===== src/rtl/dmem_arbiter_if.sv =====
// ----------------------------------------------------------------------------
// dmem_arbiter_if
//   Bundles the three buses around the data-memory arbiter:
//     - CPU memory-stage request and load return (cpu_*)
//     - I/O requester request/grant and read return (io_*)
//     - single-port dmem address/data/write-enable and read data (mem_*)
//   Modports:
//     slave  : arbiter view (requests and mem_q in; grants, returns, mem_* out)
//     master : environment view (requesters plus the dmem itself)
//   ADDR_W/DATA_W must match the parameters of the dmem_arbiter it connects to.
// ----------------------------------------------------------------------------
interface dmem_arbiter_if #(
    parameter int unsigned ADDR_W = 12,
    parameter int unsigned DATA_W = 32
) ();

    // CPU memory stage
    logic              cpu_req;
    logic              cpu_we;
    logic [ADDR_W-1:0] cpu_addr;
    logic [DATA_W-1:0] cpu_wdata;
    logic              cpu_stall;
    logic              cpu_rvalid;
    logic [DATA_W-1:0] cpu_rdata;

    // I/O requester
    logic              io_req;
    logic              io_we;
    logic [ADDR_W-1:0] io_addr;
    logic [DATA_W-1:0] io_wdata;
    logic              io_gnt;
    logic              io_rvalid;
    logic [DATA_W-1:0] io_rdata;

    // Data memory
    logic [ADDR_W-1:0] mem_addr;
    logic [DATA_W-1:0] mem_wdata;
    logic              mem_wren;
    logic [DATA_W-1:0] mem_q;

    modport slave (
        input  cpu_req, cpu_we, cpu_addr, cpu_wdata,
        output cpu_stall, cpu_rvalid, cpu_rdata,
        input  io_req, io_we, io_addr, io_wdata,
        output io_gnt, io_rvalid, io_rdata,
        output mem_addr, mem_wdata, mem_wren,
        input  mem_q
    );

    modport master (
        output cpu_req, cpu_we, cpu_addr, cpu_wdata,
        input  cpu_stall, cpu_rvalid, cpu_rdata,
        output io_req, io_we, io_addr, io_wdata,
        input  io_gnt, io_rvalid, io_rdata,
        input  mem_addr, mem_wdata, mem_wren,
        output mem_q
    );

endinterface


===== src/rtl/dmem_arbiter.sv =====
// ----------------------------------------------------------------------------
// dmem_arbiter
//   Shares the single-port data memory between the CPU memory stage and an
//   I/O requester. One access is granted per cycle; the CPU normally wins and
//   is stalled when it loses. Read data returns one cycle after the grant,
//   straight from the clocked dmem read port, flagged to the owner of the read.
//   A streak counter bounds how many consecutive CPU grants may be taken while
//   the I/O side waits; reaching MAX_WAIT forces the next grant to I/O.
//
// Ports:
//   clock  : system clock, rising edge
//   reset  : asynchronous, active-low reset
//   bus    : dmem_arbiter_if.slave (cpu_*, io_*, mem_* signals)
//   stat_cpu_stalls / stat_io_forced : saturating statistics counters,
//            present only when DMEM_ARB_STATS_EN is defined
//
// Parameters:
//   ADDR_W   : dmem word-address width
//   DATA_W   : data width
//   MAX_WAIT : CPU grants allowed while io_req waits before I/O is forced,
//              legal range 1..15 (the streak counter is 4 bits)
//
// Optional build macro: DMEM_ARB_STATS_EN
// ----------------------------------------------------------------------------
module dmem_arbiter #(
    parameter int unsigned ADDR_W   = 12,
    parameter int unsigned DATA_W   = 32,
    parameter int unsigned MAX_WAIT = 4
) (
    input  logic              clock,
    input  logic              reset,
    dmem_arbiter_if.slave     bus
`ifdef DMEM_ARB_STATS_EN
    ,
    output logic [31:0]       stat_cpu_stalls,
    output logic [15:0]       stat_io_forced
`endif
);

    // Arbitration state
    localparam logic [0:0] S_CPU_PRI  = 1'b0;
    localparam logic [0:0] S_IO_FORCE = 1'b1;

    // Owner of the read issued in the previous cycle
    localparam logic [1:0] OWN_NONE = 2'd0;
    localparam logic [1:0] OWN_CPU  = 2'd1;
    localparam logic [1:0] OWN_IO   = 2'd2;

    localparam logic [3:0] MAX_WAIT_4 = 4'(MAX_WAIT);

    logic [0:0] state_q, state_d;
    logic [3:0] streak_q, streak_d;
    logic [1:0] rd_owner_q, rd_owner_d;

    logic cpu_grant;
    logic io_grant;

    logic [ADDR_W-1:0] mem_addr;
    logic [DATA_W-1:0] mem_wdata;
    logic              mem_wren;

    // ------------------------------------------------------------------------
    // Grant: combinational from live requests and registered state
    // ------------------------------------------------------------------------
    always_comb begin
        cpu_grant = 1'b0;
        io_grant  = 1'b0;
        if (state_q == S_IO_FORCE) begin
            // I/O is owed a slot; CPU only gets through if I/O has let go
            io_grant  = bus.io_req;
            cpu_grant = bus.cpu_req & ~bus.io_req;
        end else begin
            cpu_grant = bus.cpu_req;
            io_grant  = bus.io_req & ~bus.cpu_req;
        end
    end

    // ------------------------------------------------------------------------
    // Streak counter and state update
    // ------------------------------------------------------------------------
    always_comb begin
        streak_d = streak_q;
        if (io_grant || !bus.io_req) begin
            streak_d = 4'd0;
        end else if (cpu_grant) begin
            streak_d = streak_q + 4'd1;
        end
    end

    always_comb begin
        state_d = state_q;
        if (streak_d == MAX_WAIT_4) begin
            state_d = S_IO_FORCE;
        end else if (state_q == S_IO_FORCE && (io_grant || !bus.io_req)) begin
            // Debt paid, or the requester withdrew (protocol violation): recover
            state_d = S_CPU_PRI;
        end
    end

    // ------------------------------------------------------------------------
    // Memory port mux
    // ------------------------------------------------------------------------
    always_comb begin
        mem_addr  = '0;
        mem_wdata = '0;
        mem_wren  = 1'b0;
        if (cpu_grant) begin
            mem_addr  = bus.cpu_addr;
            mem_wdata = bus.cpu_wdata;
            mem_wren  = bus.cpu_we;
        end else if (io_grant) begin
            mem_addr  = bus.io_addr;
            mem_wdata = bus.io_wdata;
            mem_wren  = bus.io_we;
        end
    end

    // ------------------------------------------------------------------------
    // Read-return owner tracking
    // ------------------------------------------------------------------------
    always_comb begin
        rd_owner_d = OWN_NONE;
        if (cpu_grant && !bus.cpu_we) begin
            rd_owner_d = OWN_CPU;
        end else if (io_grant && !bus.io_we) begin
            rd_owner_d = OWN_IO;
        end
    end

    always_ff @(posedge clock or negedge reset) begin
        if (!reset) begin
            state_q    <= S_CPU_PRI;
            streak_q   <= 4'd0;
            rd_owner_q <= OWN_NONE;
        end else begin
            state_q    <= state_d;
            streak_q   <= streak_d;
            rd_owner_q <= rd_owner_d;
        end
    end

    // ------------------------------------------------------------------------
    // Outputs
    // ------------------------------------------------------------------------
    assign bus.cpu_stall  = bus.cpu_req & ~cpu_grant;
    assign bus.io_gnt     = io_grant;

    assign bus.mem_addr   = mem_addr;
    assign bus.mem_wdata  = mem_wdata;
    assign bus.mem_wren   = mem_wren;

    // dmem already registers the read, so data passes through untouched
    assign bus.cpu_rvalid = (rd_owner_q == OWN_CPU);
    assign bus.io_rvalid  = (rd_owner_q == OWN_IO);
    assign bus.cpu_rdata  = bus.mem_q;
    assign bus.io_rdata   = bus.mem_q;

`ifdef DMEM_ARB_STATS_EN
    // ------------------------------------------------------------------------
    // Statistics (saturating)
    // ------------------------------------------------------------------------
    logic [31:0] stall_cnt_q, stall_cnt_d;
    logic [15:0] force_cnt_q, force_cnt_d;

    always_comb begin
        stall_cnt_d = stall_cnt_q;
        if (bus.cpu_stall && stall_cnt_q != '1) begin
            stall_cnt_d = stall_cnt_q + 32'd1;
        end
    end

    always_comb begin
        force_cnt_d = force_cnt_q;
        if (state_q == S_CPU_PRI && state_d == S_IO_FORCE && force_cnt_q != '1) begin
            force_cnt_d = force_cnt_q + 16'd1;
        end
    end

    always_ff @(posedge clock or negedge reset) begin
        if (!reset) begin
            stall_cnt_q <= '0;
            force_cnt_q <= '0;
        end else begin
            stall_cnt_q <= stall_cnt_d;
            force_cnt_q <= force_cnt_d;
        end
    end

    assign stat_cpu_stalls = stall_cnt_q;
    assign stat_io_forced  = force_cnt_q;
`endif

endmodule


===== src/flat_wrapper.sv =====
// flat-port wrapper written by rule: the top's interface ports become plain ports
module dmem_arbiter_flat 
#(
    parameter int unsigned ADDR_W   = 12,
    parameter int unsigned DATA_W   = 32,
    parameter int unsigned MAX_WAIT = 4
)
  (clock, reset, bus_cpu_req, bus_cpu_we, bus_cpu_addr, bus_cpu_wdata, bus_cpu_stall, bus_cpu_rvalid, bus_cpu_rdata, bus_io_req, bus_io_we, bus_io_addr, bus_io_wdata, bus_io_gnt, bus_io_rvalid, bus_io_rdata, bus_mem_addr, bus_mem_wdata, bus_mem_wren, bus_mem_q);
  dmem_arbiter_if #(.ADDR_W(ADDR_W), .DATA_W(DATA_W)) bus_i ();
  input  logic clock;
  input  logic reset;
  input wire logic [$bits(bus_i.cpu_req)-1:0] bus_cpu_req;
  input wire logic [$bits(bus_i.cpu_we)-1:0] bus_cpu_we;
  input wire logic [$bits(bus_i.cpu_addr)-1:0] bus_cpu_addr;
  input wire logic [$bits(bus_i.cpu_wdata)-1:0] bus_cpu_wdata;
  output wire logic [$bits(bus_i.cpu_stall)-1:0] bus_cpu_stall;
  output wire logic [$bits(bus_i.cpu_rvalid)-1:0] bus_cpu_rvalid;
  output wire logic [$bits(bus_i.cpu_rdata)-1:0] bus_cpu_rdata;
  input wire logic [$bits(bus_i.io_req)-1:0] bus_io_req;
  input wire logic [$bits(bus_i.io_we)-1:0] bus_io_we;
  input wire logic [$bits(bus_i.io_addr)-1:0] bus_io_addr;
  input wire logic [$bits(bus_i.io_wdata)-1:0] bus_io_wdata;
  output wire logic [$bits(bus_i.io_gnt)-1:0] bus_io_gnt;
  output wire logic [$bits(bus_i.io_rvalid)-1:0] bus_io_rvalid;
  output wire logic [$bits(bus_i.io_rdata)-1:0] bus_io_rdata;
  output wire logic [$bits(bus_i.mem_addr)-1:0] bus_mem_addr;
  output wire logic [$bits(bus_i.mem_wdata)-1:0] bus_mem_wdata;
  output wire logic [$bits(bus_i.mem_wren)-1:0] bus_mem_wren;
  input wire logic [$bits(bus_i.mem_q)-1:0] bus_mem_q;
  assign bus_i.cpu_req = bus_cpu_req;
  assign bus_i.cpu_we = bus_cpu_we;
  assign bus_i.cpu_addr = bus_cpu_addr;
  assign bus_i.cpu_wdata = bus_cpu_wdata;
  assign bus_cpu_stall = bus_i.cpu_stall;
  assign bus_cpu_rvalid = bus_i.cpu_rvalid;
  assign bus_cpu_rdata = bus_i.cpu_rdata;
  assign bus_i.io_req = bus_io_req;
  assign bus_i.io_we = bus_io_we;
  assign bus_i.io_addr = bus_io_addr;
  assign bus_i.io_wdata = bus_io_wdata;
  assign bus_io_gnt = bus_i.io_gnt;
  assign bus_io_rvalid = bus_i.io_rvalid;
  assign bus_io_rdata = bus_i.io_rdata;
  assign bus_mem_addr = bus_i.mem_addr;
  assign bus_mem_wdata = bus_i.mem_wdata;
  assign bus_mem_wren = bus_i.mem_wren;
  assign bus_i.mem_q = bus_mem_q;
  dmem_arbiter #(.ADDR_W(ADDR_W), .DATA_W(DATA_W), .MAX_WAIT(MAX_WAIT)) u_core (.clock(clock), .reset(reset), .bus(bus_i));
endmodule

===== config.mk =====
export PLATFORM = sky130hd
export DESIGN_NAME = dmem_arbiter_flat
export DESIGN_NICKNAME = d
export VERILOG_FILES = /design/src/rtl/dmem_arbiter_if.sv /design/src/rtl/dmem_arbiter.sv /design/src/flat_wrapper.sv
export SDC_FILE = /design/constraint.sdc
export NUM_CORES = 1
export LEC_CHECK = 0
export CORE_AREA = 2 2 92 94
export CTS_CLUSTER_SIZE = 40
export DETAILED_ROUTE_END_ITERATION = 6
export DIE_AREA = 0 0 94 96
export PLACE_DENSITY_LB_ADDON = 0.1
export SLEW_MARGIN = 20
export SYNTH_ARGS = -nofsm -noshare
export SYNTH_HDL_FRONTEND = slang
export SYNTH_SLANG_ARGS = --single-unit

===== constraint.sdc =====
create_clock -name clock -period 1.74 [get_ports clock]
set_clock_uncertainty 0.1 [all_clocks]
set_input_delay 0.348 -clock clock [delete_from_list [all_inputs] [get_ports clock]]
set_output_delay 0.348 -clock clock [all_outputs]
set_load 0.01 [all_outputs]

==> flow_summary.ini <==
[synth]
synthTopCellsByArea = buf_4 40%, a22o_1 31%, dfrtp_1 14%
synth_mux_area_share_pct = 0
ys.warnings.count = 0
synth_top_family_by_area = buffers and inverters
synth.distinct_cells = 19
ys_seq_area_share_pct = 13.6
mappedNetlistNets = 275
synth-xor-area-share_pct = 1.36
synthSimpleGateAreaFrac_pct = 5.82
synth.top_cell.area_share_pct = 40.2
synth_seq_cells = 7
mappedNetlistArea_um2 = 1290
synth_fa_ha_area_share_pct = 0.970
synth_compound_area_share_pct = 33.7
yosysTopAreaCell = buf_4
postSynthAreaPerCell_um2 = 8.72
syn_inst = 148

[clock_tree]
cts.sinks = 7
numCtsBuffers = 3
ctsLongestPathBuffers = 2
h-tree-depth = 1
clkLatencyLatePin_ns = 0.23
ctsHoldBuffers = 0
path_clk_slew_ns = 0.04
root_buffer = clkbuf_8
cts_tree = built

[final_layout]
multi_input_area_um2 = 554
drive_above_1_share_pct = 30.3
stdcell_count = 343
seq_area_um2 = 176
antenna_cells = 0
fill_cells = 866
finish.instance_area_um2 = 2430
area_delta_synth_final_pct = 88.1
layout_common_cells = 91 x clkdlybuf4s50_1, 45 x a22o_1, 44 x buf_2, 7 x buf_12
mostFrequentLayoutCell = clkdlybuf4s50_1
nets = 366

[route]
drt.antenna.violating_nets = 0
wl_per_cell_um = 16.7
finalWirelength_um = 5730
num_vias = 1465
drc = 0
drt_iter0_drc = 20
drtPass1Iterations = 4
vias_per_cell = 4.27

[floorplan]
initial_utilization_pct = 16.0
coreArea_um2 = 8050
pin_count = 239
die_h_um = 96
die-area_um2 = 9020
fp.dieW_um = 94
rows = 33

[global_routing]
grt.overflow.total = 0
grt_pass1_wl_um = 7890
antenna_found_initial = 0
grt_max_degree = 13
grt_pass1_vias = 1502
track_usage_pct = 11.7

[sta]
fin_ws_ns = -0.164
rsz0062_at_grt = yes
hold_viol_final = 0
tightest_slew_ns = 0.319
setup_viol = 45
slew_headroom_pct = 78.6
slew_viol_final = 0
period_needed_ns = 1.90
fmax_mhz = 525
finalCritPeriodShare_pct = 109

[critical_path]
crit_slowest_cell = dfrtp_2
cpPeakStageDelay_ns = 0.43
cp_max_fo = 6
crit_type = flip-flop to output pin
cp.required_ns = 1.29
start_kind = flip-flop
path_cells = inv_2, a21boi_4, buf_12, buf_6, a22o_1, buf_2
crit_buf_inv = 4
endpoint_kind = output pin
cp_top_family = buffers and inverters
arrival_ns = 1.46

[place]
port_buffers = 142
gp_congestion = 0.651
placed_cell_area_um2 = 2400
dp.cells = 329
dp_slack_ns = -0.811
dp_hpwl_um = 4080

[power_and_ir_drop]
power.leakage_nw = 1.15
powerDensity_nw_per_um2 = 403
total_power_mw = 0.979
ir_drop_v = 0.000148

[status]
violations = negative setup slack
status = complete, but fails checks

[job]
drv_cap = 0

[min_path]
worstHoldPathType = input port to asynchronous set/reset pin
cells in the mapped netlist (all sizes together):
cell    instances
and3            2
nand3b          1
a211oi          1
a22o           45
inv             2
xnor2           2
and4            1
ha              1
nor3            1
and2b           1
buf            74
nor2            4
nor2b           3
a21boi          2
o311a           1
dfrtp           7
kinds of logic (layout without fill, tap and decap cells):
kind of cell | count (synthesis) | after routing
compound gates | 49 | 49
xor+xnor | 2 | 2
fa+ha+maj | 1 | 1
buf+inv | 76 | 166
flops | 7 | 7
simple gates | 13 | 13
routing by layer:
layer  GRT usage [%]  up-vias  share of wire (%)
li1                -      654                  -
met1            12.0      681                 34
met2            21.8      109                 53
met3            4.07       21                 12
met4            4.35        0                1.9
met5               0        -                  0
area by class of cell:
type,count,area share [%]
Clock buffer,4,1.86
Inverter,2,0.309
Timing Repair Buffer,160,62.3
Sequential cell,7,7.27
Multi-Input combinational cell,65,22.8
Tap cell,105,5.42
what timing repair did:
action | in CTS | in global routing
setup endpoints to repair | 48 | 47
gates resized for setup | 202 | 11
pin swaps | 45 | 7
setup buffers | 7 | 4
cloned | 6 | 1
state kept, by name, summed over array words and instances, names as in the netlist:
name and flops:
u_core.streak_q 4, u_core.rd_owner_q 2, u_core.state_q 1
report_power, final:
part / total (mW) / internal, mW / switching [mW]
clock network: 0.238 / 0.159 / 0.0786
registers: 0.171 / 0.168 / 0.00298
logic: 0.570 / 0.372 / 0.198
total: 0.979 / 0.699 / 0.280
path summary, 6_finish.rpt:
path	start	to	slack, ns	depth (start not counted)
worst max register to register	u_core.state_q	u_core.state_q	0.21	5
worst min-delay path	reset	u_core.rd_owner_q[0]	0.28	1
worst max-delay path	u_core.state_q	bus_mem_wdata[25]	-0.16	6
max in group asynchronous	reset	u_core.state_q	1.01	1
worst min register to register	u_core.streak_q[0]	u_core.streak_q[0]	0.38	1
min in group clock	u_core.streak_q[0]	u_core.streak_q[0]	0.38	1
stage by stage:
step	setup TNS [ns]	utilization, %	hold WS (ns)
6_report	-6.25	30.1	0.275
3_3_place_gp	-35.32	29.8	0.373
2_1_floorplan	0	-	-0.0476
5_1_grt	-8.41	30.1	0.314
3_5_place_dp	-36.46	29.8	0.375
4_1_cts	-7.94	30.9	0.289
No activity file was read; power rests on OpenSTA's default activity.
